`config.mk`:
```
export PLATFORM = sky130hd
export DESIGN_NAME = alu_arbiter
export DESIGN_NICKNAME = d
export VERILOG_FILES = /design/src/rtl/alu_pkg.sv /design/src/rtl/alu.sv /design/src/rtl/alu_arbiter.sv
export SDC_FILE = /design/constraint.sdc
export NUM_CORES = 1
export LEC_CHECK = 0
export CELL_PAD_IN_SITES_DETAIL_PLACEMENT = 0
export CELL_PAD_IN_SITES_GLOBAL_PLACEMENT = 2
export CORE_UTILIZATION = 31
export CTS_CLUSTER_DIAMETER = 120
export CTS_CLUSTER_SIZE = 14
export DETAILED_ROUTE_END_ITERATION = 10
export PLACE_DENSITY = 0.87
export SLEW_MARGIN = 20
export SYNTH_ARGS = -nofsm -noshare
export SYNTH_HDL_FRONTEND = slang
export SYNTH_SLANG_ARGS = --single-unit
```
`constraint.sdc`:
```
create_clock -name clk -period 16.3 [get_ports clk]
set_input_delay 3.26 -clock clk [delete_from_list [all_inputs] [get_ports clk]]
set_output_delay 3.26 -clock clk [all_outputs]
set_load 0.05 [all_outputs]
```
`src/rtl/alu_pkg.sv`:
```
// Shared ALU definitions: op-code constants, arbiter FSM encoding, round-robin index helper.
// Latency: none (package only).
// Backpressure: not applicable.
package alu_pkg;

  // ALU op codes
  localparam logic [3:0] OP_AND = 4'b0000;
  localparam logic [3:0] OP_OR  = 4'b0001;
  localparam logic [3:0] OP_ADD = 4'b0010;
  localparam logic [3:0] OP_SLT = 4'b0100;
  localparam logic [3:0] OP_XOR = 4'b0101;
  localparam logic [3:0] OP_SUB = 4'b0110;
  localparam logic [3:0] OP_SLL = 4'b1001;
  localparam logic [3:0] OP_SRA = 4'b1010;

  // Arbiter FSM: IDLE holds nothing, HOLD presents a result
  typedef enum logic {
    ST_IDLE = 1'b0,
    ST_HOLD = 1'b1
  } arb_state_t;

  // (base + off) mod n for requester indices, with base < n and off < n
  function automatic logic [2:0] rr_idx(input logic [2:0] base,
                                        input int unsigned off,
                                        input int unsigned n);
    int unsigned s;
    s = int'(base) + off;
    if (s >= n) s = s - n;
    return 3'(s);
  endfunction

endpackage

```
`src/rtl/alu.sv`:
```
// Combinational ALU: logic, add/sub, signed compare and shifts; illegal ops flag an error.
// Latency: 0 cycles (pure combinational).
// Backpressure: none; the caller registers the outputs.
module alu
  import alu_pkg::*;
#(
  parameter int WIDTH = 32
) (
  input  logic [3:0]       op,
  input  logic [WIDTH-1:0] a,
  input  logic [WIDTH-1:0] b,
  output logic [WIDTH-1:0] result,
  output logic             zero,
  output logic             err
);

  // Operation select; shift amount is the low 5 bits of operand 2
  always_comb begin
    result = '0;
    err    = 1'b0;
    unique case (op)
      OP_AND: result = a & b;
      OP_OR:  result = a | b;
      OP_ADD: result = a + b;
      OP_XOR: result = a ^ b;
      OP_SUB: result = a - b;
      OP_SLT: result = {{(WIDTH-1){1'b0}}, ($signed(a) < $signed(b))};
      OP_SLL: result = a << b[4:0];
      OP_SRA: result = $signed(a) >>> b[4:0];
      default: begin
        result = '0;
        err    = 1'b1;
      end
    endcase
    zero = (result == '0);
  end

endmodule

```
`src/rtl/alu_arbiter.sv`:
```
// Round-robin arbiter sharing one ALU between NREQ requesters; optional per-requester
// accept counters under ALU_ARBITER_STATS_EN. Latency: 1 cycle accept-to-rsp_valid.
// Backpressure: no grant while a result is held and rsp_ready=0; drain+accept same cycle keeps 1 op/cycle.
module alu_arbiter
  import alu_pkg::*;
#(
  parameter int NREQ  = 4,
  parameter int WIDTH = 32
) (
  input  logic                  clk,
  input  logic                  rst_n,
  input  logic [NREQ-1:0]       req_valid,
  output logic [NREQ-1:0]       req_ready,
  input  logic [4*NREQ-1:0]     req_op,
  input  logic [WIDTH*NREQ-1:0] req_a,
  input  logic [WIDTH*NREQ-1:0] req_b,
  output logic                  rsp_valid,
  input  logic                  rsp_ready,
  output logic [2:0]            rsp_id,
  output logic [WIDTH-1:0]      rsp_result,
  output logic                  rsp_zero,
  output logic                  rsp_err
`ifdef ALU_ARBITER_STATS_EN
  ,
  output logic [16*NREQ-1:0]    grant_cnt
`endif
);

  arb_state_t       state_q, state_d;
  logic [2:0]       ptr_q, ptr_d;
  logic [2:0]       id_q, id_d;
  logic [WIDTH-1:0] result_q, result_d;
  logic             zero_q, zero_d;
  logic             err_q, err_d;

  logic             can_accept;
  logic             gnt_vld;
  logic [2:0]       gnt_idx;
  logic [2:0]       cand;
  logic [3:0]       sel_op;
  logic [WIDTH-1:0] sel_a, sel_b;
  logic [WIDTH-1:0] alu_result;
  logic             alu_zero, alu_err;

  // Round-robin search from ptr; no grant during reset or while a held result is not draining
  always_comb begin
    can_accept = (state_q == ST_IDLE) || rsp_ready;
    gnt_vld    = 1'b0;
    gnt_idx    = '0;
    cand       = '0;
    for (int k = 0; k < NREQ; k++) begin
      cand = rr_idx(ptr_q, k, NREQ);
      if (!gnt_vld && req_valid[cand]) begin
        gnt_vld = 1'b1;
        gnt_idx = cand;
      end
    end
    if (!can_accept || !rst_n) gnt_vld = 1'b0;
    req_ready = gnt_vld ? ({{(NREQ-1){1'b0}}, 1'b1} << gnt_idx) : '0;
  end

  // Operand mux feeding the shared ALU from the granted requester
  always_comb begin
    sel_op = req_op[4*int'(gnt_idx) +: 4];
    sel_a  = req_a[WIDTH*int'(gnt_idx) +: WIDTH];
    sel_b  = req_b[WIDTH*int'(gnt_idx) +: WIDTH];
  end

  alu #(.WIDTH(WIDTH)) u_alu (
    .op     (sel_op),
    .a      (sel_a),
    .b      (sel_b),
    .result (alu_result),
    .zero   (alu_zero),
    .err    (alu_err)
  );

  // Next-state: capture on grant, fall to IDLE on drain without a new grant
  always_comb begin
    state_d  = state_q;
    ptr_d    = ptr_q;
    id_d     = id_q;
    result_d = result_q;
    zero_d   = zero_q;
    err_d    = err_q;
    if (gnt_vld) begin
      state_d  = ST_HOLD;
      ptr_d    = rr_idx(gnt_idx, 1, NREQ);
      id_d     = gnt_idx;
      result_d = alu_result;
      zero_d   = alu_zero;
      err_d    = alu_err;
    end else if (state_q == ST_HOLD && rsp_ready) begin
      state_d = ST_IDLE;
    end
  end

  // FSM and response registers; reset drops any held result
  always_ff @(posedge clk) begin
    if (!rst_n) begin
      state_q  <= ST_IDLE;
      ptr_q    <= '0;
      id_q     <= '0;
      result_q <= '0;
      zero_q   <= 1'b0;
      err_q    <= 1'b0;
    end else begin
      state_q  <= state_d;
      ptr_q    <= ptr_d;
      id_q     <= id_d;
      result_q <= result_d;
      zero_q   <= zero_d;
      err_q    <= err_d;
    end
  end

  assign rsp_valid  = (state_q == ST_HOLD);
  assign rsp_id     = id_q;
  assign rsp_result = result_q;
  assign rsp_zero   = zero_q;
  assign rsp_err    = err_q;

`ifdef ALU_ARBITER_STATS_EN
  logic [15:0] cnt_q [NREQ];
  logic [15:0] cnt_d [NREQ];

  // Saturating per-requester accept counters
  always_comb begin
    for (int i = 0; i < NREQ; i++) begin
      cnt_d[i] = cnt_q[i];
      if (gnt_vld && gnt_idx == 3'(i) && cnt_q[i] != 16'hFFFF) cnt_d[i] = cnt_q[i] + 16'd1;
    end
  end

  // Counter registers
  always_ff @(posedge clk) begin
    for (int i = 0; i < NREQ; i++) begin
      if (!rst_n) cnt_q[i] <= '0;
      else        cnt_q[i] <= cnt_d[i];
    end
  end

  // Flatten counters onto the output bus
  always_comb begin
    grant_cnt = '0;
    for (int i = 0; i < NREQ; i++) grant_cnt[16*i +: 16] = cnt_q[i];
  end
`endif

endmodule

```
== Word-level counts from Yosys, hierarchy flattened ==
Cells that the tools add are included.
Storage, ports and cells
  register bits: 41
  bits of input ports: 279
Cells by class
  $lt $le $gt $ge: 10
  reductions and logical operators: 15
  bitwise gates (word level): 4
  shifts and indexed selects: 6
  $add $sub $neg: 11
  mux-type cells: 27
  equal/unequal tests: 7
Operator list (number)
  one-hot mux 32 bit (8 select lines): 1
  indexed part select 128 x 9 -> 32 bit: 2
  adder 32 bit: 1
  bitwise AND 32 bit: 1
  zero test 32 bit: 1
  < comparator 32 bit: 1
  OR 32 bit: 1
  left shift 32 x 5 -> 32 bit: 1
  >>> shifter 32 x 5 -> 32 bit: 1
  subtractor 32 bit: 1
  bitwise XOR 32 bit: 1
  2-to-1 mux 3 bit: 9
  greater-or-equal comparator 4 x 3 -> 1 bit, second input constant: 4
  indexed part select 16 x 6 -> 4 bit: 1
  subtractor 3 bit, second input constant: 5
  equality test 4 x 3 -> 1 bit, second input constant: 3
  < comparator 3 bit, second input constant: 4
  2-to-1 mux 1 bit: 12
  adder 3 x 1 -> 4 bit, second input constant: 2
  adder 3 x 2 -> 4 bit, second input constant: 2
  binary-select mux 1 bit (select 2 bit): 4
  equality test 4 bit, second input constant: 2
  OR reduction 8 bit: 1
  zero test 1 bit: 5
  10 further kinds: 14

== Logic depth before layout (Yosys ltp) ==
Gate-level depths: netlist of the first run.
  word-level depth: 18
  depth in mapped cells: 43
  gate-level depth less buffers: 27

== Hierarchy ==
From an unflattened synthesis of the first run, not the netlist that was laid out.
Second synthesis, totals
  cells, all modules: 2115
  area total of the unflattened synthesis: 14836.7 µm²
Modules (own cells, without submodules)
  alu: cells an instance 1395, seq. area each 0.0 µm², times used 1, area each 9930.8 µm²
  alu_arbiter: cells an instance 720, seq. area each 820.8 µm², times used 1, area each 4906.0 µm²

== Worst setup path after synthesis of the first run ==
OpenSTA, ideal clock, no wires.
  path type: input to output
  from: in req_valid[1]
  to: out req_ready[3]
  stages on the path: 17
  arrival time: 7.128 ns
  path buffers: 10
  setup slack: 5.912 ns
  path through: buf_2 > mux4_2 > buf_6 > or3_4 > a2bb2oi_4 > inv_4 > buf_8 > buf_12 > buf_4 > buf_2 > buf_2 > buf_2 > buf_1 > clkbuf_1 > ha_1 > ha_1 > and2_1
Between the ends
  word-level cells in the longest chain between the ends: 14
RTL lines
  from (decl): line alu_arbiter.sv:12  | input logic [NREQ-1:0] req_valid,
  binary-select mux 1 bit (select 2 bit): line alu_arbiter.sv:53  | if (!gnt_vld && req_valid[cand]) begin
  2-to-1 mux 1 bit (implied by the code): line alu_arbiter.sv:53
  2-to-1 mux 1 bit: line alu_arbiter.sv:53
  zero test 1 bit: line alu_arbiter.sv:53
  logical AND 1 bit: line alu_arbiter.sv:53
  2-to-1 mux 1 bit: line alu_arbiter.sv:53
  zero test 1 bit: line alu_arbiter.sv:53
  logical AND 1 bit: line alu_arbiter.sv:53
  2-to-1 mux 1 bit: line alu_arbiter.sv:53
  zero test 1 bit: line alu_arbiter.sv:53
  logical AND 1 bit: line alu_arbiter.sv:53
  2-to-1 mux 3 bit (*): line alu_arbiter.sv:53
  net gnt_idx[1]: line alu_arbiter.sv:38  | logic [2:0] gnt_idx;
  left shift 1 x 3 -> 4 bit (*): line alu_arbiter.sv:59  | req_ready = gnt_vld ? ({{(NREQ-1){1'b0}}, 1'b1} << gnt_idx) : '0;
  2-to-1 mux 4 bit (*): line alu_arbiter.sv:59
  to (decl): line alu_arbiter.sv:13  | output logic [NREQ-1:0] req_ready,
Mark *: on every way through the listed nets, which the timed path passes. The rest lies on a longest branch. The select of a mux whose other input is x is not followed.

== Final worst setup path of the first run ==
  from: in req_valid[2]
  to: reg zero_q, in the netlist rsp_zero
Between the ends
  word-level cells in the longest chain between the ends: 16
RTL lines
  binary-select mux 1 bit (select 2 bit): line alu_arbiter.sv:53
  2-to-1 mux 1 bit (implied by the code): line alu_arbiter.sv:53
  2-to-1 mux 1 bit: line alu_arbiter.sv:53
  zero test 1 bit: line alu_arbiter.sv:53
  logical AND 1 bit: line alu_arbiter.sv:53
  2-to-1 mux 1 bit: line alu_arbiter.sv:53
  zero test 1 bit: line alu_arbiter.sv:53
  logical AND 1 bit: line alu_arbiter.sv:53
  2-to-1 mux 1 bit: line alu_arbiter.sv:53
  zero test 1 bit: line alu_arbiter.sv:53
  logical AND 1 bit: line alu_arbiter.sv:53
  2-to-1 mux 3 bit: line alu_arbiter.sv:53
  indexed part select 128 x 9 -> 32 bit, or another cell as far along: line alu_arbiter.sv:65  | sel_a = req_a[WIDTH*int'(gnt_idx) +: WIDTH];
  subtractor 32 bit, or another cell as far along: line alu.sv:26  | OP_SUB: result = a - b;
  one-hot mux 32 bit (8 select lines): line alu.sv:21  | unique case (op)
  zero test 32 bit: line alu.sv:35  | zero = (result == '0);
  to (signal assigned): line alu_arbiter.sv:112  | zero_q <= zero_d;
  to (decl): line alu_arbiter.sv:33  | logic zero_q, zero_d;
Parallel ways exist; a longest one is shown, timed or not. The select of a mux whose other input is x is not followed.
A chain may end at the register's enable or synchronous reset.

==> results of run 1 <==
-- through the flow --
stage          cell area [um2]  instances  util (%)  hold slack (ns)
5_1_grt                  19900       3316      39.4            0.489
2_1_floorplan            16000       2471         -            0.463
4_1_cts                  19900       3316      39.3            0.459
3_3_place_gp             19700       3308      39.0            0.442
3_5_place_dp             19700       3308      39.0            0.445
6_report                 19900       3320      39.4            0.456
-- registers in the layout (all words and copies together) (netlist names) --
| name | flops |
|---|---|
| rsp_valid | 1 |
| rsp_err | 1 |
| ptr_q | 3 |
| rsp_result | 32 |
| rsp_zero | 1 |
| rsp_id | 3 |
-- worst register-to-register path, stage by stage, from the launching register on --
cell       delay [ns]
dfxtp_4          0.43
inv_2            0.06
buf_4            0.67
ha_1             0.72
mux4_2           0.75
or3_4            0.54
a2bb2oi_4        0.17
inv_6            0.60
buf_4            0.76
mux2_2           0.47
o211a_2          0.25
buf_4            0.29
ha_1             0.42
a211oi_1         0.10
o311ai_0         0.47
nand2_1          0.17
a211oi_1         0.62
o41ai_1          0.22
o41ai_1          0.41
a21oi_1          0.21
o41ai_1          0.49
a21oi_1          0.15
o21a_1           0.19
a221oi_1         0.30
xnor2_1          0.11
a211oi_1         0.28
nand4_1          0.13
o21ai_1          0.14
-- cell families after synthesis --
group,Yosys count,share of synthesized area [%]
DFF,41,5.13
xor gates and xnor gates,21,1.15
adders and majority gates,106,8.38
buffers and inverters,363,9.26
and+or+nand+nor,832,24.0
AOI/OAI and AO/OA,945,41.3
muxes,163,10.8
-- layout by cell type, fill, tap and decap left out, types with 11 or more instances in the layout --
cell / instances
a2111o_1: 12
a2111oi_0: 29
a211o_1: 29
a211oi_1: 55
a21o_1: 30
a21oi_1: 194
a221o_1: 15
a221oi_1: 19
a22o_1: 25
a22oi_1: 15
a31oi_1: 41
and2_1: 17
and3_1: 26
buf_4: 71
clkdlybuf4s50_1: 320
dfxtp_1: 40
ha_1: 104
inv_1: 131
mux2_2: 28
mux2i_1: 123
nand2_1: 306
nand2b_1: 18
nand3_1: 77
nand4_1: 49
nor2_1: 201
nor2b_1: 14
nor3_1: 54
o2111ai_1: 38
o211ai_1: 88
o21a_1: 12
o21ai_0: 159
o21bai_1: 11
o221ai_1: 24
o22ai_1: 39
o31ai_1: 13
or3_1: 11
xnor2_1: 18
-- metal layers --
layer / global-route usage, % / vias up
li1: - / 9674
met1: 46.8 / 10600
met2: 57.1 / 1473
met3: 8.64 / 273
met4: 16.8 / 10
met5: 0 / -
-- final cells by class --
type                       count  area, um2  share of cell area [%]
multi-input combinational   2067      13800                    69.4
clock buffer                   5        125                   0.628
clock inverter                 3       46.3                   0.232
inverter                     137        520                    2.61
sequential                    41        825                    4.14
tap                          672        841                    4.22
antenna                        4       10.0                  0.0502
timing repair buffer         391       3740                    18.8
-- worst max path at each step --
stage / from / endpoint / cells after the start
finish: req_valid[2] / rsp_zero$_SDFFE_PN0P_ / 25
global route: req_valid[2] / rsp_zero$_SDFFE_PN0P_ / 25
CTS: req_valid[2] / rsp_zero$_SDFFE_PN0P_ / 25
detailed placement: req_valid[2] / rsp_zero$_SDFFE_PN0P_ / 25
global placement: req_valid[2] / rsp_zero$_SDFFE_PN0P_ / 25
floorplan: req_valid[1] / req_ready[3] / 17
==> flow_metrics.py, run 1 <==
metrics = {
    "drt": {
        "vias": 22000,
        "antenna_left": 0,
        "dr_wl_met2_um": 43300,
        "detail_route.vias_per_cell": 6.63,
        "highest_layer": "met5",
        "routed_wl_um": 99500,
        "drc": 0,
        "initialDrtViolationCount": 3382,
        "routedLengthMet1_um": 40900,
        "drt-pass1-iter-count": 7,
        "routed-wl-met3_um": 10100,
        "wire_per_inst_um": 30.0,
    },
    "floorplan": {
        "die_h_um": 229,
        "coreArea_mm2": 0.0506,
        "dieArea_mm2": 0.0526,
        "fp-row-count": 82,
        "fp.dieW_um": 229,
        "start_util_pct": 31.7,
        "io_pins": 321,
    },
    "status": {
        "status": "completed",
    },
    "logic_synthesis": {
        "syn_area_mm2": 0.0160,
        "ys_types": 102,
        "async_flop_share_pct": 0,
        "ys.flop_type": "dfxtp_1",
        "synthTopCellsByArea": "ha_1, mux2i_1, nand2_1",
        "synth_top_area_cell": "ha_1",
        "yosysWarnings": 0,
        "synth_nets": 2856,
        "synth_most_common_cell": "nand2_1",
        "synth_top_area_share_pct": 8.13,
        "ys_ff_latch": 41,
        "synth_edf_count": 0,
        "syn_avg_cell_area_um2": 6.48,
        "ys_seq_area_share_pct": 5.13,
        "ys_top_cells_by_count": "nand2_1, nor2_1, a21oi_1",
        "syn-instance-count": 2471,
    },
    "setup_path": {
        "worst_ep_required_time_ns": 16.56,
        "crit_type": "primary input to flop",
        "rr_endpoint": "rsp_zero$_SDFFE_PN0P_",
        "startpoint_type": "primary input",
        "path_max_fanout": 101,
        "crit_path_top_delay_cell": "mux4_2",
        "max_stage_delay_ns": 0.91,
        "critical_path.top_delay_family": "compound AO/OA/AOI/OAI gates",
        "crit_path_end_kind": "flop",
        "r2r-start": "ptr_q[0]$_SDFFE_PN0P_",
        "reg2reg_slack_ns": 6.14,
        "path_buf_inv": 4,
        "critPathArrivalTime_ns": 12.27,
        "reg2reg_depth": 27,
    },
    "grt": {
        "antenna_found_initial": 8,
        "grt_first_pass_wirelength_um": 144000,
        "overflow": 0,
        "grtUsageTotal_pct": 36.4,
        "grt_pass1_vias": 20700,
        "grt_max_degree": 102,
    },
    "clocking": {
        "numCtsBuffers": 5,
        "post_cts_buffers": 0,
        "clock_sinks": 41,
        "worstSkewPairLatency_ns": 0.32,
        "clk_path_buf_depth": 2,
        "cts_tree": "built",
        "clk_pin_slew_ns": 0.07,
        "postCtsResizedCells": 0,
        "clock-root-buffer": "clkbuf_16",
        "cts_hold_buf": 0,
        "htreeDepth": 2,
    },
    "sta": {
        "period_share_pct": 73.7,
        "hold_viol": 0,
        "setup_ws_ns": 4.28,
        "rsz0062_at_grt": "no",
        "fin_crit_ns": 12.02,
        "setup_viol": 0,
        "tightest_slew_ns": 1.27,
        "timing.final.max_slew_violations": 0,
        "tns_ns": 0,
        "fmaxAchievable_ghz": 0.0832,
        "clock-skew-final_ns": 0.00634,
        "slew_headroom_pct": 15.5,
    },
    "min_path": {
        "hold_start": "rsp_result[16]$_SDFFE_PN0P_",
        "min_to": "rsp_result[16]$_SDFFE_PN0P_",
        "hold_path.class": "flop to flop",
        "hold_depth": 2,
    },
    "place": {
        "place_congestion": 1.04,
        "numPortBuffers": 320,
        "pre_cts_slack_ns": 4.18,
        "dp_hpwl_um": 77300,
    },
    "job": {
        "drv_cap": 0,
    },
    "final_layout": {
        "syn_to_final_growth_pct": 24.4,
        "nFillCells": 5386,
        "drive_above_1_share_pct": 6.62,
        "nets": 3028,
    },
}
Power of run 1 is not shown: default switching activity piles up to over one toggle a cycle in this logic, so the estimate is an artifact.
==> run 2: changes to the inputs <==
--- a/config.mk
+++ b/config.mk
@@ -7,11 +7,11 @@
 export LEC_CHECK = 0
 export CELL_PAD_IN_SITES_DETAIL_PLACEMENT = 0
 export CELL_PAD_IN_SITES_GLOBAL_PLACEMENT = 2
-export CORE_UTILIZATION = 31
+export CORE_UTILIZATION = 26
 export CTS_CLUSTER_DIAMETER = 120
 export CTS_CLUSTER_SIZE = 14
 export DETAILED_ROUTE_END_ITERATION = 10
-export PLACE_DENSITY = 0.87
+export PLACE_DENSITY = 0.77
 export SLEW_MARGIN = 20
 export SYNTH_ARGS = -nofsm -noshare
 export SYNTH_HDL_FRONTEND = slang
==> constraint.sdc (replaced) <==
create_clock -name clk -period 10.8 [get_ports clk]
set_input_delay 2.16 -clock clk [delete_from_list [all_inputs] [get_ports clk]]
set_output_delay 2.16 -clock clk [all_outputs]
set_load 0.05 [all_outputs]
==> flow_metrics.py, run 2 (synthesis results as in run 1) <==
metrics = {
    "sta": {
        "hold_viol": 0,
        "fmaxAchievable_ghz": 0.101,
        "clock-skew-final_ns": 0.0101,
        "tightest_slew_ns": 1.20,
        "rsz0062_at_grt": "no",
        "timing.final.max_slew_violations": 0,
        "setup_ws_ns": 0.887,
        "period_share_pct": 91.8,
        "slew_headroom_pct": 17.4,
        "tns_ns": 0,
        "fin_crit_ns": 9.91,
        "setup_viol": 0,
    },
    "setup_path": {
        "startpoint_type": "primary input",
        "max_stage_delay_ns": 0.75,
        "crit_path_top_delay_cell": "clkdlybuf4s50_1",
        "crit_top_cell": "a21oi_1",
        "critPathArrivalTime_ns": 10.16,
        "crit_path_end_kind": "flop",
        "path_max_fanout": 35,
        "worst_ep_required_time_ns": 11.05,
        "crit_type": "primary input to flop",
    },
    "place": {
        "placedCellCount": 3442,
        "numPortBuffers": 320,
        "pre_cts_slack_ns": 0.684,
        "place_congestion": 1.06,
        "dp_hpwl_um": 84000,
    },
    "final_layout": {
        "layout.cells.non_filler": 3452,
        "nets": 3052,
        "layout_common_cells": "clkdlybuf4s50_1, nand2_1, nor2_1, a21oi_1, o21ai_0",
        "mostFrequentLayoutCell": "clkdlybuf4s50_1",
        "largest_reg_flops": 32,
        "syn_to_final_growth_pct": 26.3,
        "drive_above_1_share_pct": 7.31,
    },
    "grt": {
        "grt_max_degree": 91,
        "overflow": 0,
        "grt_pass1_vias": 20700,
        "grt_first_pass_wirelength_um": 151000,
        "antenna_found_initial": 4,
        "grtUsageTotal_pct": 32.3,
    },
    "floorplan": {
        "start_util_pct": 26.4,
        "fp.dieW_um": 250,
        "coreArea_mm2": 0.0606,
        "die_h_um": 250,
        "fp-row-count": 90,
        "dieArea_mm2": 0.0626,
        "io_pins": 321,
    },
    "drt": {
        "vias": 22000,
        "dr_wl_met2_um": 46400,
        "highest_layer": "met5",
        "wire_per_inst_um": 30.5,
        "drc": 0,
        "routed-wl-met3_um": 9200,
        "detail_route.vias_per_cell": 6.38,
        "initialDrtViolationCount": 2804,
        "drt-pass1-iter-count": 7,
        "antenna_left": 0,
        "routedLengthMet1_um": 44000,
        "routed_wl_um": 105000,
    },
    "clocking": {
        "htreeDepth": 2,
        "clk_pin_slew_ns": 0.07,
        "clock_sinks": 41,
        "cts_hold_buf": 0,
        "post_cts_buffers": 0,
        "postCtsResizedCells": 0,
        "numCtsBuffers": 5,
        "clk_path_buf_depth": 2,
        "clock-root-buffer": "clkbuf_16",
        "worstSkewPairLatency_ns": 0.31,
        "cts_tree": "built",
    },
    "min_path": {
        "hold_path.class": "flop to flop",
    },
    "job": {
        "drv_cap": 0,
    },
    "status": {
        "status": "completed",
    },
}
[run 2: changes by cell type in the layout (fill, tap and decap cells not counted), moves of 2 or more]
cell,delta
diode_2,-2
nor4_2,+2
mux2i_2,-5
buf_4,+23
mux2i_1,+5
[run 2: worst paths after layout]
path                                            start  slack [ns]                    end  depth (start not counted)
worst max-delay path                     req_valid[2]        0.89  rsp_zero$_SDFFE_PN0P_                         25
worst min-delay path            rsp_zero$_SDFFE_PN0P_        0.45  rsp_zero$_SDFFE_PN0P_                          2
worst max register to register  ptr_q[0]$_SDFFE_PN0P_        2.12  rsp_zero$_SDFFE_PN0P_                         24
worst min register to register  rsp_zero$_SDFFE_PN0P_        0.45  rsp_zero$_SDFFE_PN0P_                          2
[run 2: cell type report]
type | count | area [um2]
timing repair buffer | 415 | 3930
inverter | 137 | 520
tap | 782 | 978
clock buffer | 6 | 139
multi-input combinational | 2067 | 13800
fill | 6582 | 40400
antenna | 2 | 5.00
sequential | 41 | 825
clock inverter | 2 | 36.3
[run 2: critical path: cells and delay by family]
kind | cells | cell delay, ns
buffers and inverters | 3 | 1.65
xor gates and xnor gates | 1 | 0.11
muxes | 1 | 0.48
AOI/OAI and AO/OA | 14 | 4.04
adders and majority gates | 1 | 0.44
and+or+nand+nor | 5 | 1.24
[run 2: routing by layer]
| layer | vias up | track usage (%) |
|---|---|---|
| li1 | 9725 | - |
| met1 | 10700 | 42.1 |
| met2 | 1335 | 51.5 |
| met3 | 248 | 5.54 |
| met4 | 2 | 15.4 |
| met5 | - | 0 |
[run 2: stage by stage]
step | hold WS [ns] | cell area, um2 | utilization, %
floorplan | 0.463 | 16000 | -
global placement | 0.450 | 20000 | 33.1
detailed placement | 0.453 | 20000 | 33.1
CTS | 0.461 | 20200 | 33.4
global route | 0.475 | 20200 | 33.4
finish | 0.453 | 20200 | 33.4
Power of run 2 is left out for the same reason.
